File: src/rtl/mem_modport.sv
// Memory-side endpoint of the mem_ifa link: 32x8 flop array with clocked write
// and combinational, read-gated output.
`timescale 1ns/1ns
module mem_modport #(
  parameter int unsigned ADDR_W = 5,
  parameter int unsigned DATA_W = 8
) (
  input  logic              clk,
  input  logic              rst_n,
  input  logic              read,
  input  logic              write,
  input  logic [ADDR_W-1:0] addr,
  input  logic [DATA_W-1:0] data_in,
  output logic [DATA_W-1:0] data_out
);

  localparam int unsigned DEPTH = 2 ** ADDR_W;

  logic [DATA_W-1:0] mem_q [DEPTH];
  logic [DATA_W-1:0] mem_d [DEPTH];
  logic              wr_en;
  logic              rd_en;

  // A simultaneous read and write is illegal: both are dropped.
  assign wr_en = write & ~read;
  assign rd_en = read & ~write;

  always_comb begin
    mem_d = mem_q;
    if (wr_en) begin
      mem_d[addr] = data_in;
    end
  end

  always_ff @(posedge clk) begin
    if (!rst_n) begin
      mem_q <= '{default: '0};
    end else begin
      mem_q <= mem_d;
    end
  end

  assign data_out = rd_en ? mem_q[addr] : '0;

endmodule

File: config.mk
export PLATFORM = sky130hd
export DESIGN_NAME = mem_modport
export DESIGN_NICKNAME = d
export VERILOG_FILES = /design/src/rtl/mem_modport.sv
export SDC_FILE = /design/constraint.sdc
export NUM_CORES = 1
export LEC_CHECK = 0
export ABC_AREA = 1
export CORE_ASPECT_RATIO = 0.5
export CORE_MARGIN = 2
export CORE_UTILIZATION = 65
export DETAILED_ROUTE_END_ITERATION = 10
export PLACE_DENSITY_LB_ADDON = 0.12
export REMOVE_ABC_BUFFERS = 1
export SLEW_MARGIN = 30
export SYNTH_ARGS = -nofsm -noshare
export SYNTH_HDL_FRONTEND = slang
export SYNTH_SLANG_ARGS = --single-unit
File: constraint.sdc
create_clock -name clk -period 4.55 [get_ports clk]
set_input_delay 0.91 -clock clk [delete_from_list [all_inputs] [get_ports clk]]
set_output_delay 0.91 -clock clk [all_outputs]
set_load 0.05 [all_outputs]
### Word level (Yosys, flattened, before mapping)

Cells that the tools add are included.

| cells by class | value |
|---|---|
| bitwise operators | 5 |
| multiplexer cells | 7 |
| reductions and logical operators | 1 |
| $lt $le $gt $ge | 2 |

Operators by type and width:

| kind | count |
|---|---|
| bitwise mux 256 bit | 1 |
| binary-select mux 8 bit (select 5 bit) | 1 |
| demux 8 bit (select 5 bit) | 1 |
| two-way mux 8 bit | 4 |
| greater-or-equal comparator 6 bit (second input constant) | 1 |
| < comparator 6 x 1 -> 1 bit (second input constant) | 1 |
| NOT 5 -> 6 bit | 1 |
| AND 1 bit | 2 |
| NOT 1 bit | 2 |
| logical AND 1 bit | 1 |

| storage, ports and cells | value |
|---|---|
| bits in registers | 256 |
| input port bits | 17 |
| logic and storage cells | 47 |

### Depth between registers and ports, before layout

| depth | value |
|---|---|
| word-level depth | 6 |
| gate-level depth with buffers | 11 |

### Least setup slack after synthesis

No wires, ideal clock.

| timing | value |
|---|---|
| path kind | input -> output |
| start | input addr[1] |
| end | output data_out[1] |
| slack | 1145 ps |
| stages on the path | 9 |
| arrival | 2495 ps |
| cells stage by stage | inv_1 -> buf_2 -> buf_1 -> nand2_1 -> nand2_1 -> nand2_1 -> nand2_1 -> nor2_1 -> a21oi_1 |

| between the ends | value |
|---|---|
| cells in the longest elaborated chain, start to end | 5 |

RTL lines:

| item | RTL line | RTL |
|---|---|---|
| start: declaration | 12 | `input logic [ADDR_W-1:0] addr,` |
| NOT 5 -> 6 bit (implied by the code) | 43 | `assign data_out = rd_en ? mem_q[addr] : '0;` |
| binary-select mux 8 bit (select 5 bit) | 43 |  |
| two-way mux 8 bit (implied by the code) (2 in a row) | 43 |  |
| two-way mux 8 bit | 43 |  |
| end: declaration | 14 | `output logic [DATA_W-1:0] data_out` |

No other way between the ends. The select of a mux whose other input is x is not followed.

### Worst setup path in the final report

| timing | value |
|---|---|
| start | input addr[4] |
| end | output data_out[3] |

Same word-level chain as after synthesis.

==> run_results.csv <==
group,metric,value,unit
status,status,"complete, no violations",
finish,area_delta_synth_final,8.64,%
finish,regArea,5120,sq um
detailed_routing,antenna_left,0,
synthesis,async_reset_ff_share,0,%
sta,min_period,4.01,ns
sta,fmax,0.249,GHz
synthesis,synth_ff_type,"dfxtp_1",
power,power.density,342,nW/um^2
critical_path,startpoint,"addr[4]",
floorplan,die_y,100,microns
cts,cts_resized,0,
synthesis,post_synth.cell_area_avg,6.32,sq um
sta,hold_violations,0,
place,dpl.hpwl,22700,microns
finish,layout-drive-gt1-share,7.81,%
synthesis,synth_cell_type_count,19,
sta,finalCritPeriodShare,88.1,%
cts,cts_tree,"built",
finish,antennaDiodeCount,0,
synthesis,ys_ff_latch,256,
finish,largestRegisters,"mem_q (256)",
floorplan,core_area,18200,sq um
detailed_routing,via_count,12087,
detailed_routing,viasPerCell,5.69,
detailed_routing,drc,0,
detailed_routing,dr.first_iter.drc_count,1213,
floorplan,io_pins,25,
synthesis,synth_warnings,0,
synthesis,synthTopCellsByCount,"651 x nand2_1, 529 x nor2_1, 256 x dfxtp_1, 256 x o21ai_0, 37 x inv_2",
synthesis,syn_area,12000,sq um
floorplan,die_w,196,microns
sta,relSlewSlack,51.3,%
cts,numCtsBuffers,23,
critical_path,critPathRequiredTime,3.64,ns
detailed_routing,routedWlPerCell,17.1,microns
critical_path,start_kind,"input port",
cts,clkTransAtPathRegs,0.06,ns
synthesis,synth.area.top_cells,"dfxtp_1 43%, nand2_1 20%, nor2_1 17%",
grt,grt_usage,36.9,%
finish,largest_reg_flops,256,
finish,top_register,"mem_q",
detailed_routing,drtPass1Iterations,6,
flow_run,cap_violations,0,
sta,tightest_slew,0.730,ns
place,dpl-instance-area,12300,sq um
critical_path,worstPathArrival,3.10,ns
finish,final_net_count,1889,
finish,stdcell_area,13000,sq um
floorplan,dieArea,19600,sq um
synthesis,syn-instance-count,1897,
critical_path,crit_type,"input port to primary output",
cts,clock_sink_count,256,
critical_path,crit_cells,8,
place,place.gp.congestion,0.894,
place,io_buffers,24,
floorplan,fp-row-count,35,
power,p_total,0.00445,W
grt,grt_pass1_wl,57100,microns
synthesis,yosysMostFrequentCell,"nand2_1",
grt,antenna_found_initial,0,
critical_path,timing.rr.start,"mem_q[124]",
critical_path,crit_path_frequent_cell,"nand2_1",
synthesis,synth-edff-count,0,
detailed_routing,drt-total-wl,36200,microns
finish,final_util,71.5,%
power,irDropWorstVdd,316,uV
synthesis,synth_top_cell_by_area,"dfxtp_1",
critical_path,endpoint,"data_out[3]",
grt,gr-total-overflow,0,
cts,clock_latency,0.52,ns
finish,multi_input_area,6260,sq um
critical_path,crit_slowest_cell,"clkdlybuf4s50_1",
sta,setup_viol,0,
cts,cts_root_buffer,"clkbuf_16",
cts,post_cts_buffers,0,
floorplan,start_util,65.8,%
synthesis,ys_seq_area_share,42.8,%
critical_path,path_cells,"clkdlybuf4s50_1, nand3_1, inv_1, nand2_1, nand2_1, nor2_1, a21oi_1, buf_4",
sta,skew,0,ns
critical_path,cp_top_family,"buffers and inverters",
synthesis,synth_top_area_share,42.8,%
critical_path,critPathCaptureType,"primary output",
critical_path,rrSetupSlack,3.78,ns
min_path,worstHoldPathType,"register to register",
cts,hold_buffers,0,
finish,num-fill-cells,1533,
cts,htree_levels,1,
critical_path,worstPathMaxFanout,8,
critical_path,timing.critical_path.buf_inv,3,
power,p_leak,6.37,nW
grt,grt_max_degree,122,
critical_path,r2r-end,"mem_q[124]",
grt,grt_pass1_vias,10975,
sta,finalSetupTns,0,ns
sta,slew_viol_final,0,
critical_path,max_stage_delay,0.77,ns
sta,rsz0062_at_grt,"false",
cts,clk_path_buf_depth,3,
critical_path,reg2reg_depth,2,
==> layer usage <==
layer	vias up	wire, microns	global-route usage (%)
li1	5832	-	-
met1	5561	15400	52.3
met2	612	16200	58.9
met3	82	3800	5.28
met4	0	836	11.3
met5	-	0	0
==> how the worst min path moves through the flow <==
stage                from    endpoint  slack, ns  cells after the start
5_1_grt        mem_q[225]  mem_q[225]       0.53                      2
4_1_cts         mem_q[74]   mem_q[74]       0.52                      2
2_1_floorplan  mem_q[100]  mem_q[100]       0.48                      2
6_report        mem_q[74]   mem_q[74]       0.51                      2
3_5_place_dp   mem_q[198]  mem_q[198]       0.50                      2
3_3_place_gp   mem_q[225]  mem_q[225]       0.49                      2
==> tightest hold or removal path: cells and delay by family (launching register included) <==
kind	cells	cell delay, ns
flip-flops	1	0.32
AO/OA/AOI/OAI	1	0.08
AND/OR/NAND/NOR	1	0.08
==> placed cells by master (no fill, tap or decap) <==
master / netlist / layout
nor2_2: 8 / 8
nor2_4: 25 / 25
nand3_1: 9 / 9
clkbuf_1: 34 / 1
buf_4: 0 / 24
nor3_4: 4 / 4
clkbuf_16: 0 / 23
clkbuf_8: 0 / 5
a21oi_1: 8 / 8
buf_6: 3 / 1
inv_1: 14 / 13
nand2_1: 651 / 651
dfxtp_1: 256 / 256
o21ai_0: 256 / 256
bufinv_16: 0 / 1
nand3_2: 3 / 3
nand2_4: 1 / 1
clkinv_2: 0 / 4
inv_6: 0 / 2
clkinvlp_4: 0 / 1
clkdlybuf4s50_1: 0 / 13
nor2_1: 529 / 529
nand3_4: 1 / 1
nor3_2: 1 / 1
inv_2: 37 / 37
buf_2: 28 / 1
buf_12: 0 / 5
==> power breakdown <==
group          switching (W)  internal (W)  leakage (nW)
Clock               0.000860       0.00106         0.356
Combinational       0.000215     0.0000546          3.95
Sequential        0.00000820       0.00226          2.06
==> cells by family (layout without fill, tap and decap cells) <==
kind of cell,count (synthesis),after routing,share of synthesized area [%]
simple gates,1232,1232,41.2
compound gates,264,264,11.0
flops,256,256,42.8
buf+inv,145,131,5.02
==> cell type report <==
class	count	share of cell area [%]
Clock inverter	7	0.538
Sequential cell	256	39.4
Clock buffer	29	4.98
Timing Repair Buffer	44	3.28
Inverter	51	1.48
Tap cell	240	2.31
Multi-Input combinational cell	1496	48.1
==> through the flow <==
stage	hold WS, ns	worst slack, ns	instances
after floorplan	0.477	0.392	1803
after global placement	0.491	0.568	2087
after detailed placement	0.495	0.521	2087
after CTS	0.518	0.518	2123
after global routing	0.533	0.364	2123
final	0.513	0.542	2123
Note: power is estimated with default switching activity, not from simulation.
